[config.mk]
export PLATFORM = sky130hd
export DESIGN_NAME = alu_exec_stage
export DESIGN_NICKNAME = d
export VERILOG_FILES = /design/src/rtl/alu_exec_stage.sv
export SDC_FILE = /design/constraint.sdc
export NUM_CORES = 1
export LEC_CHECK = 0
export ABC_CLOCK_PERIOD_IN_PS = 4150
export CORE_UTILIZATION = 24
export DETAILED_ROUTE_END_ITERATION = 12
export HOLD_SLACK_MARGIN = 0.12
export PLACE_DENSITY = 0.48
export SLEW_MARGIN = 20
export SYNTH_ARGS = -nofsm -noshare
export SYNTH_HDL_FRONTEND = slang
export SYNTH_SLANG_ARGS = --single-unit
[constraint.sdc]
create_clock -name clk -period 4.15 [get_ports clk]
set_clock_uncertainty 0.15 [all_clocks]
set_input_delay 0.415 -clock clk [delete_from_list [all_inputs] [get_ports clk]]
set_output_delay 0.415 -clock clk [all_outputs]
set_load 0.02 [all_outputs]
[src/rtl/alu_exec_stage.sv]
// Execute stage wrapped around an external combinational alu: decodes one instruction,
// reads operands from a local register file, and retires the result and flags.
module alu_exec_stage #(
  parameter int BW   = 16,
  parameter int NREG = 8
) (
  input  logic                      clk,
  input  logic                      rst_n,
  input  logic                      instr_valid,
  output logic                      instr_ready,
  input  logic [3:0]                instr_op,
  input  logic [$clog2(NREG)-1:0]   instr_rd,
  input  logic [$clog2(NREG)-1:0]   instr_rs1,
  input  logic [$clog2(NREG)-1:0]   instr_rs2,
  input  logic [BW-1:0]             instr_imm,
  output logic [BW-1:0]             alu_a,
  output logic [BW-1:0]             alu_b,
  output logic [3:0]                alu_opcode,
  input  logic [BW-1:0]             alu_out,
  input  logic [2:0]                alu_flags,
  output logic                      done,
  output logic                      err,
  output logic [BW-1:0]             result,
  output logic [2:0]                flags,
  input  logic [$clog2(NREG)-1:0]   dbg_addr,
  output logic [BW-1:0]             dbg_data
);

  localparam int AW = $clog2(NREG);
  localparam logic [3:0] OP_LDI = 4'b0111;

  typedef enum logic [1:0] {IDLE, EXEC, WB} state_t;

  state_t            state, state_nxt;
  logic [3:0]        op_q;
  logic [AW-1:0]     rd_q, rs1_q, rs2_q;
  logic [BW-1:0]     imm_q, res_q;
  logic [2:0]        flg_q, flags_q;
  logic              err_q;
  logic [BW-1:0]     regs [NREG];

  logic              is_alu, is_ldi;

  assign is_ldi = (op_q == OP_LDI);
  assign is_alu = (op_q[3] == 1'b0) && !is_ldi;

  assign instr_ready = (state == IDLE);
  assign done        = (state == WB);
  assign err         = (state == WB) && err_q;
  assign result      = res_q;
  assign flags       = flags_q;
  assign dbg_data    = regs[dbg_addr];

  always_comb begin
    state_nxt = state;
    unique case (state)
      IDLE:    if (instr_valid) state_nxt = EXEC;
      EXEC:    state_nxt = WB;
      WB:      state_nxt = IDLE;
      default: state_nxt = IDLE;
    endcase
  end

  // Operands are presented only while an alu op is in EXEC; otherwise the alu sees zeros.
  always_comb begin
    alu_a      = '0;
    alu_b      = '0;
    alu_opcode = '0;
    if (state == EXEC && is_alu) begin
      alu_a      = regs[rs1_q];
      alu_b      = regs[rs2_q];
      alu_opcode = op_q;
    end
  end

  always_ff @(posedge clk or negedge rst_n) begin
    if (!rst_n) begin
      state   <= IDLE;
      op_q    <= '0;
      rd_q    <= '0;
      rs1_q   <= '0;
      rs2_q   <= '0;
      imm_q   <= '0;
      res_q   <= '0;
      flg_q   <= '0;
      flags_q <= '0;
      err_q   <= 1'b0;
      for (int unsigned i = 0; i < NREG; i++) regs[i] <= '0;
    end else begin
      state <= state_nxt;
      unique case (state)
        IDLE: begin
          if (instr_valid) begin
            op_q  <= instr_op;
            rd_q  <= instr_rd;
            rs1_q <= instr_rs1;
            rs2_q <= instr_rs2;
            imm_q <= instr_imm;
          end
        end
        EXEC: begin
          if (is_alu) begin
            res_q <= alu_out;
            flg_q <= alu_flags;
            err_q <= 1'b0;
          end else if (is_ldi) begin
            res_q <= imm_q;
            flg_q <= {1'b0, imm_q[BW-1], imm_q == '0};
            err_q <= 1'b0;
          end else begin
            res_q <= '0;
            flg_q <= '0;
            err_q <= 1'b1;
          end
        end
        WB: begin
          // r0 is hardwired to zero, but flags still retire for rd=0.
          if (!err_q) begin
            if (rd_q != '0) regs[rd_q] <= res_q;
            flags_q <= flg_q;
          end
        end
        default: ;
      endcase
    end
  end

endmodule

==> impl_results.md, run 1 <==
- Status: finished clean
- Most frequent cell after synthesis: dfrtp_1
- Crit Path Max Fanout: 23
- Cells after synthesis: 641
- Synth top area share: 46.28%
- Resized Gates After CTS: 0
- Starting Density: 24.55%
- Final HPWL DP: 18.80 mm
- Pre-CTS setup slack: 887.0 ps
- Worst-Margin Slew: 946.2 ps
- Synth cell types: 31
- Slew headroom: 36.92%
- Final period util: 87.78%
- Leak: 5.141 nW
- Grt total ovfl: 0
- FP Rows: 73
- Final Hold Vio Count: 0
- Worst hold path class: reg -> reg
- Worst endpoint required time: 3590 ps
- Fillers: 3988
- DR DRC count: 0
- Synthesized area per cell: 15.35 µm²
- Setup WS post-layout: 507.1 ps
- FF/Latch Area: 4557 µm²
- Clock slew at reported path FFs: 70 ps
- CP startpoint kind: register
- Share of cells above drive strength 1: 42.80%
- Root buf cell: clkbuf_16
- Routed Antenna Nets: 0
- First-pass GRT wire length: 43.07 mm
- Layout area overhead: 24.68%
- Synth Register Bits: 182
- GPL Wtd Cong: 0.7449
- Crit path kind: reg -> out
- Post-detailed-route via-to-cell ratio: 4.828
- Die width: 204.5 µm
- Vias in the first global route: 6534
- Min cycle time layout: 3643 ps
- Via count: 6156
- Area of the core: 40100 µm²
- Num CTS Buffers: 17
- CTS max path bufs: 2
- Finished Core Util: 30.60%
- Count of final setup violators: 0
- Quantity of I/O buffers inserted on ports: 126
- Clk sinks: 182
- Share of async-settable or async-resettable flops after synthesis: 100.0%
- Initial drt markers: 263
- Worst skew pair latency: 430 ps
- RSZ-0062 raised after global routing: false
- Crit. End Element: output port
- Synth Flop Type: dfrtp_1
- Die Y: 204.5 µm
- # diodes: 0
- Top cells by instance count after synthesis: 182 x dfrtp_1, 160 x mux2_2, 96 x mux4_2
- Post-synthesis sequential area ratio: 46.28%
- Setup bufs post-CTS: 0
- CP arrival: 3080 ps
- Setup TNS: 0 ps
- GRT Util Overall: 14.18%
- Average wire per standard cell: 22.19 µm
- Largest net degree at the start of global routing: 69
- Synth warnings: 0
- H-tree levels: 4
- Count of pins over their slew limit: 0
- Fmax: 0.2745 GHz
- Initial antenna violation count: 1
- Die area: 41820 µm²
- Number of max-cap violations: 0
- Syn_nets: 695
- Yosys top cell by area: dfrtp_1
- Post-synth EDFFs: 0
- Routed WL: 28.29 mm
- Power density cells: 638.3 nW/µm²
- First-pass DRT Iterations: 4
- Syn Std Cell Area: 9842 µm²
- CTS tree: yes
- Area of the multi-input gates: 4957 µm²
- Top cells by area, synth: dfrtp_1 46%, mux4_2 22%, mux2_2 18%
- Max VDD drop: 0.3067 mV
- Final net count: 791
- IO Pins: 128
[metrics by stage]
stage | area (µm²) | hold slack, ps | total power [W] | instances
after floorplan | 9842 | -30.59 | 0.004999 | 641
after global placement | 11620 | 259.2 | 0.006093 | 1242
after detailed placement | 11620 | 257.9 | 0.006110 | 1242
after CTS | 12270 | 274.0 | 0.007937 | 1275
after global routing | 12270 | 290.6 | 0.008283 | 1275
final | 12270 | 267.1 | 0.007833 | 1275
[critical path, stage by stage, from the launching register on]
cell and delay (ps):
dfrtp_2 930, buf_4 390, mux4_2 520, mux2i_1 170, nor2_1 60, clkdlybuf4s50_1 560
[per-layer routing]
| metal | global-route usage (%) | vias to the layer above | share of wire, % |
|---|---|---|---|
| met2 | 22.12 | 160 | 47 |
| met4 | 3.545 | 2 | 1.2 |
| met3 | 3.245 | 20 | 4.6 |
| met1 | 19.79 | 3306 | 47 |
| li1 | - | 2668 | - |
| met5 | 0 | - | 0.060 |
[report_power, final]
group	total, W	switching [W]	leakage (nW)	internal (W)
sequential	0.00333	0.000893	2.41	0.00244
clock	0.00180	0.000751	0.315	0.00105
combinational	0.00270	0.000974	2.42	0.00173
total	0.00783	0.00262	5.14	0.00522
[path summary, 6_finish.rpt]
kind                                        from               endpoint  slack, ps  depth (start not counted)
hold reg to reg            regs[127]$_DFFE_PN0P_  regs[127]$_DFFE_PN0P_        270                          0
max in group asynchronous                  rst_n   regs[18]$_DFFE_PN0P_       2490                          3
setup reg to reg            state[0]$_DFFE_PN0P_  regs[109]$_DFFE_PN0P_       1750                          3
min in group asynchronous                  rst_n   regs[87]$_DFFE_PN0P_        420                          2
hold / removal             regs[127]$_DFFE_PN0P_  regs[127]$_DFFE_PN0P_        270                          0
setup / recovery            rs1_q[1]$_DFFE_PN0P_               alu_a[7]        510                          5
[cell usage in the layout (no fill, tap or decap), types with 2 or more instances in the layout]
cell type | netlist | layout
a221o_1 | 18 | 18
dfrtp_1 | 182 | 180
mux2i_1 | 32 | 32
clkinv_2 | 0 | 2
nand3_2 | 3 | 3
nor2b_1 | 2 | 2
clkbuf_8 | 0 | 2
nor2_1 | 34 | 34
clkdlybuf4s50_1 | 0 | 124
buf_12 | 0 | 4
buf_4 | 6 | 14
clkbuf_16 | 0 | 17
bufinv_16 | 0 | 4
mux2_2 | 160 | 160
and3_1 | 2 | 2
nand2_1 | 3 | 3
dfrtp_2 | 0 | 2
inv_6 | 0 | 5
nand2_2 | 2 | 2
and2_1 | 23 | 22
mux4_2 | 96 | 96
nor4_1 | 4 | 4
[kinds of logic (layout without fill, tap and decap cells)]
family | after synthesis | count (layout) | synth area share [%]
DFF | 182 | 182 | 46.28
and+or+nand+nor | 82 | 82 | 4.818
AOI/OAI and AO/OA | 19 | 19 | 1.920
other | 1 | 1 | 0.03810
buffers and inverters | 69 | 178 | 3.420
muxes | 288 | 288 | 43.53
[layout make-up]
cell class / count / share of cell area (%)
clock buffer: 19 / 3.691
clock inverter: 13 / 1.550
inverter: 1 / 0.03059
multi-input combinational: 390 / 40.40
sequential: 182 / 37.14
tap: 525 / 5.353
timing repair buffer: 145 / 11.84
[sequential cells by signal, summed over array words and instances (netlist names)]
| signal | count |
|---|---|
| rs2_q | 3 |
| regs | 128 |
| flg_q | 3 |
| imm_q | 16 |
| state | 2 |
| op_q | 4 |
| rd_q | 3 |
| result | 16 |
| flags | 3 |
| err_q | 1 |
| rs1_q | 3 |
[repair_timing]
item	4_1_cts	5_1_grt
hold buffers	1	0
hold endpoints to repair	65	0
setup endpoints to repair	0	0
(Power assumes the default switching activity.)
==> inputs of run 2 (changes only) <==
--- a/config.mk
+++ b/config.mk
@@ -6,10 +6,12 @@
 export NUM_CORES = 1
 export LEC_CHECK = 0
 export ABC_CLOCK_PERIOD_IN_PS = 4150
+export CELL_PAD_IN_SITES_DETAIL_PLACEMENT = 0
+export CELL_PAD_IN_SITES_GLOBAL_PLACEMENT = 1
 export CORE_UTILIZATION = 24
 export DETAILED_ROUTE_END_ITERATION = 12
 export HOLD_SLACK_MARGIN = 0.12
-export PLACE_DENSITY = 0.48
+export PLACE_DENSITY = 0.45
 export SLEW_MARGIN = 20
 export SYNTH_ARGS = -nofsm -noshare
 export SYNTH_HDL_FRONTEND = slang
==> run 2 against run 1 <==
Compared with the run above:
- via count grew 0.11%
- power fell by 1.0%
- non-clock buffer count unchanged
- register-to-register slack got worse by 100 ps
- core utilization is 0.11 points lower
- first-iteration DRC count decreased by 11%
- design area shrank 0.36%
- clock power fell by 8%
- setup slack improved by 92 ps
- clock-buffer cell count up 4
- cell count about the same
- largest cell class unchanged
- largest power group unchanged
==> impl_results.md, run 2 (same netlist as run 1, synthesis figures left out) <==
- Fmax: 0.2816 GHz (+2.6%)
- Min cycle time layout: 3551 ps (-92.12 ps)
- WHS: 262.9 ps (-4.165 ps)
- Most frequent cells in the layout: 180 x dfrtp_1, 160 x mux2_2, 124 x clkdlybuf4s50_1
- Number of flip-flops in the largest register: 128 (unchanged)
- CTS tree: yes
- First-pass GRT wire length: 45.84 mm (+6.4%)
- Die area: 41820 µm² (unchanged)
- Count of pins over their slew limit: 0 (unchanged)
- H-tree levels: 4 (unchanged)
- IO Pins: 128 (unchanged)
- Clk sinks: 182 (unchanged)
- Clock slew at reported path FFs: 60 ps (about the same)
- Number of max-cap violations: 0 (unchanged)
- Crit Path Max Fanout: 18 (-22%)
- CTS max path bufs: 2 (unchanged)
- Worst endpoint required time: 3590 ps (about the same)
- Average wire per standard cell: 23.37 µm (+5.3%)
- Crit. End Element: output port
- Resized Gates After CTS: 0 (unchanged)
- Final period util: 85.56% (-2.2 points)
- Routed WL: 29.82 mm (+5.4%)
- Power density cells: 633.9 nW/µm² (-0.69%)
- Starting Density: 24.55% (unchanged)
- Layout area overhead: 24.23%
- Grt total ovfl: 0 (unchanged)
- Die width: 204.5 µm (unchanged)
- FP Rows: 73 (unchanged)
- DR DRC count: 0 (unchanged)
- Quantity of I/O buffers inserted on ports: 126 (unchanged)
- Via count: 6163 (+0.11%)
- Initial drt markers: 233 (-11%)
- Routed Antenna Nets: 0 (unchanged)
- Max VDD drop: 0.3164 mV (+3.2%)
- Setup TNS: 0 ps (unchanged)
- Worst hold path class: reg -> reg
- Worst-Margin Slew: 889.8 ps (-56.34 ps)
- Area of the core: 40100 µm² (unchanged)
- Crit path kind: reg -> out
- Largest net degree at the start of global routing: 74 (+7.2%)
- Count of final setup violators: 0 (unchanged)
- Slew headroom: 40.68% (+3.8 points)
- Register with the most flip-flops: regs
- Die Y: 204.5 µm (unchanged)
- Vias in the first global route: 7005 (+7.2%)
- GRT Util Overall: 15.04% (+0.85 points)
- Leak: 5.115 nW (-0.49%)
- Leading cell type in the layout, fill and taps excluded: dfrtp_1
- Final Hold Vio Count: 0 (unchanged)
- Worst skew pair latency: 440 ps (about the same)
- GPL Wtd Cong: 0.7490 (+0.55%)
- Initial antenna violation count: 0 (-1)
- Status: finished clean
- Num CTS Buffers: 17 (unchanged)
- CP arrival: 2990 ps (-90 ps)
- First-pass DRT Iterations: 4 (unchanged)
- Final HPWL DP: 20.05 mm (+6.7%)
- Post-detailed-route via-to-cell ratio: 4.830 (about the same)
- CP startpoint kind: register
- Final net count: 791 (unchanged)
- Root buf cell: clkbuf_16
- RSZ-0062 raised after global routing: false
- Share of cells above drive strength 1: 42.13% (-0.67 points)
## run 2: cell count changes in the layout (fill, tap and decap cells not counted), sizes merged
cell / delta
diode: +1
clkbuf: +4
inv: -5
bufinv: -1
clkinv: +2
## run 2: what timing repair did
item | 4_1_cts | 5_1_grt
endpoints found under the hold margin | 65 | 0
endpoints found under the setup margin | 0 | 0
hold buffers | 1 | 0
buffers inserted | 0 | 0
## run 2: worst max-delay path: stages (launching register included)
cell	delay [ps]
dfrtp_2	760
buf_12	280
mux4_2	520
mux2i_1	300
nor2_1	80
clkdlybuf4s50_1	580
## run 2: layout make-up
| type | count | area [µm²] |
|---|---|---|
| Fill cell | 3937 | 27870 |
| Sequential cell | 182 | 4557 |
| Multi-Input combinational cell | 390 | 4957 |
| Clock inverter | 9 | 126.4 |
| Clock buffer | 23 | 457.9 |
| Timing Repair Buffer | 145 | 1465 |
| Antenna cell | 1 | 2.502 |
| Tap cell | 525 | 656.9 |
| Inverter | 1 | 3.754 |
## run 2: power breakdown
part / internal (W) / switching, W / total, W
sequential: 0.00244 / 0.000883 / 0.00332
clock: 0.000961 / 0.000696 / 0.00166
combinational: 0.00174 / 0.00104 / 0.00277
## run 2: through the flow
step	worst slack, ps	utilization [%]	power (W)	area [µm²]	cells
2_1_floorplan	1809	-	0.004999	9842	641
3_3_place_gp	954.4	29.00	0.006076	11630	1242
3_5_place_dp	949.4	29.00	0.006174	11630	1242
4_1_cts	548.5	30.49	0.007865	12220	1275
5_1_grt	451.7	30.49	0.008208	12220	1275
6_report	599.2	30.49	0.007751	12230	1276
## run 2: routing by layer
layer	vias to the layer above	wire, µm	global-route usage [%]
li1	2659	-	-
met1	3312	12650	18.79
met4	0	429	4.184
met2	160	15430	25.91
met5	-	0	0
met3	32	1311	3.373
## run 2: worst paths after layout
kind	endpoint	slack, ps	startpoint	cells past startpoint
setup / recovery	alu_b[9]	600	rs2_q[1]$_DFFE_PN0P_	5
hold / removal	regs[125]$_DFFE_PN0P_	260	regs[125]$_DFFE_PN0P_	0
setup reg to reg	regs[111]$_DFFE_PN0P_	1650	state[0]$_DFFE_PN0P_	3
hold reg to reg	regs[125]$_DFFE_PN0P_	260	regs[125]$_DFFE_PN0P_	0
max in group asynchronous	regs[92]$_DFFE_PN0P_	2370	rst_n	3
min in group asynchronous	imm_q[9]$_DFFE_PN0P_	400	rst_n	2
==> inputs of run 3 (changes only) <==
--- a/config.mk
+++ b/config.mk
@@ -8,10 +8,12 @@
 export ABC_CLOCK_PERIOD_IN_PS = 4150
 export CELL_PAD_IN_SITES_DETAIL_PLACEMENT = 0
 export CELL_PAD_IN_SITES_GLOBAL_PLACEMENT = 1
+export CORE_ASPECT_RATIO = 0.75
 export CORE_UTILIZATION = 24
 export DETAILED_ROUTE_END_ITERATION = 12
 export HOLD_SLACK_MARGIN = 0.12
 export PLACE_DENSITY = 0.45
+export SETUP_SLACK_MARGIN = 0.4
 export SLEW_MARGIN = 20
 export SYNTH_ARGS = -nofsm -noshare
 export SYNTH_HDL_FRONTEND = slang
==> run 3 against run 2 <==
Compared with the run above:
- critical path depth did not move
- die area about the same
- maximum frequency rose by 0.33%
- sequential share of layout area increased by 0.059 points
- combinational power down 2%
- via count is 0.50% higher
- critical path type unchanged
- non-clock buffer count grew 3
- highest routed layer is now met5
==> impl_results.md, run 3 (same netlist as run 1, synthesis figures left out) <==
- Power density cells: 636.1 nW/µm² (+0.35%)
- Initial antenna violation count: 3 (+3)
- Final period util: 85.28% (-0.28 points)
- Worst-Margin Slew: 1037 ps (+147.5 ps)
- First-pass DRT Iterations: 4 (unchanged)
- Via count: 6194 (+0.50%)
- Die area: 41830 µm² (about the same)
- Clock share of power: 21.4% (about the same)
- RSZ-0062 raised after global routing: false
- Fmax: 0.2826 GHz (+0.33%)
- Crit. End Element: output port
- GRT Util Overall: 15.20% (+0.16 points)
- Switching pwr: 0.002708 W (+3.5%)
- Count of final setup violators: 0 (unchanged)
- Num CTS Buffers: 17 (unchanged)
- DR DRC count: 0 (unchanged)
- Sw frac: 34.85% (+1.1 points)
- Min cycle time layout: 3539 ps (-11.79 ps)
- CP arrival: 2970 ps (-20 ps)
- Final net count: 794 (+0.38%)
- Clock slew at reported path FFs: 70 ps (about the same)
- Grt total ovfl: 0 (unchanged)
- Share of cells above drive strength 1: 42.63% (+0.50 points)
- CTS tree: yes
- Part of the power in combinational logic: 35.0% (-0.8 points)
- Average wire per standard cell: 23.77 µm (+1.7%)
- Setup TNS: 0 ps (unchanged)
- # placed instances: 1240 (-0.16%)
- Area of the core: 39960 µm² (-0.33%)
- Worst skew pair latency: 460 ps (+20 ps)
- Power Total: 0.007770 W (+0.25%)
- Routed Antenna Nets: 0 (unchanged)
- Layout area overhead: 24.10%
- Number of max-cap violations: 0 (unchanged)
- Starting Density: 24.63% (+0.081 points)
- Final Hold Vio Count: 0 (unchanged)
- GPL Wtd Cong: 0.7129 (-4.8%)
- Post-detailed-route via-to-cell ratio: 4.858 (+0.58%)
- Vias in the first global route: 6940 (-0.93%)
- Die width: 235.8 µm (+15%)
- Most frequent cells in the layout: 180 x dfrtp_1, 160 x mux2_2, 124 x clkdlybuf4s50_1
- Crit path kind: reg -> out
- FP Rows: 63 (-14%)
- CP startpoint kind: register
- Max VDD drop: 0.3063 mV (-3.2%)
- Slew headroom: 30.84% (-9.8 points)
- WHS: 272.6 ps (+9.648 ps)
- P_int: 0.005062 W (-1.4%)
- Final HPWL DP: 20.06 mm (about the same)
- Count of pins over their slew limit: 0 (unchanged)
- Crit Path Max Fanout: 21 (+3)
- Initial drt markers: 350 (+50%)
- Register with the most flip-flops: regs
- Worst hold path class: reg -> reg
- Quantity of I/O buffers inserted on ports: 126 (unchanged)
- Status: finished clean
- Leading cell type in the layout, fill and taps excluded: dfrtp_1
- CTS max path bufs: 2 (unchanged)
- Root buf cell: clkbuf_16
- Non-Filler Instances: 1275 (-0.078%)
- Leak: 5.106 nW (-0.19%)
- Die Y: 177.4 µm (-13%)
- First-pass GRT wire length: 46.26 mm (+0.92%)
- IO Pins: 128 (unchanged)
- H-tree levels: 4 (unchanged)
- Number of flip-flops in the largest register: 128 (unchanged)
- Seq pwr share: 43.7% (+0.9 points)
- Worst endpoint required time: 3590 ps (about the same)
- Clk sinks: 182 (unchanged)
- Largest net degree at the start of global routing: 92 (+24%)
- Routed WL: 30.31 mm (+1.7%)
==> run 3: metal layers <==
metal / routed length (µm) / GRT usage [%] / vias to the layer above
met5: 15 / 0 / -
met4: 452 / 4.602 / 2
met3: 1156 / 3.049 / 35
met2: 14210 / 24.10 / 159
met1: 14480 / 20.93 / 3323
li1: - / - / 2675
==> run 3: cell type report <==
type	count	area [µm²]
well taps	520	650.6
fillers	3928	27750
flip-flops and latches	182	4559
diodes	2	5.005
inverters	1	3.754
clock buffers	19	432.9
multi-input cells	390	4956
repair buffers	148	1463
clock inverters	13	143.9
==> run 3: timing repair <==
item                                    in CTS  in global routing
buffers inserted                             0                  0
hold buffers                                 1                  0
endpoints found under the hold margin       89                  0
endpoints found under the setup margin       0                  2
resized for setup                            0                  1
==> run 3: path summary, 6_finish.rpt <==
| kind | from | endpoint | slack [ps] | depth (start not counted) |
|---|---|---|---|---|
| worst max register to register | state[0]$_DFFE_PN0P_ | regs[107]$_DFFE_PN0P_ | 1700 | 3 |
| worst min register to register | regs[115]$_DFFE_PN0P_ | regs[115]$_DFFE_PN0P_ | 270 | 0 |
| max in group asynchronous | rst_n | regs[76]$_DFFE_PN0P_ | 2380 | 3 |
| worst min-delay path | regs[115]$_DFFE_PN0P_ | regs[115]$_DFFE_PN0P_ | 270 | 0 |
| worst max-delay path | rs2_q[1]$_DFFE_PN0P_ | alu_b[5] | 610 | 5 |
| min in group asynchronous | rst_n | regs[113]$_DFFE_PN0P_ | 470 | 2 |
==> run 3: critical path, cell delays in order (launching register included) <==
cell and delay, ps:
dfrtp_2 920, buf_12 260, mux4_2 510, mux2i_1 200, nor2_1 60, clkdlybuf4s50_1 550
==> run 3: power groups by stage <==
stage                     combinational (W)  sequential (W)  clock, W
after floorplan                     0.00201         0.00299         0
after global placement              0.00272         0.00337         0
after detailed placement            0.00276         0.00342         0
after CTS                           0.00277         0.00339   0.00171
after global routing                0.00292         0.00352   0.00179
final                               0.00272         0.00339   0.00166
==> run 3: metrics by stage <==
| step | setup WS, ps | util (%) | area (µm²) |
|---|---|---|---|
| after floorplan | 1809 | - | 9842 |
| after global placement | 935.0 | 29.08 | 11620 |
| after detailed placement | 924.5 | 29.08 | 11620 |
| after CTS | 481.1 | 30.54 | 12210 |
| after global routing | 435.8 | 30.55 | 12210 |
| final | 611.0 | 30.56 | 12210 |
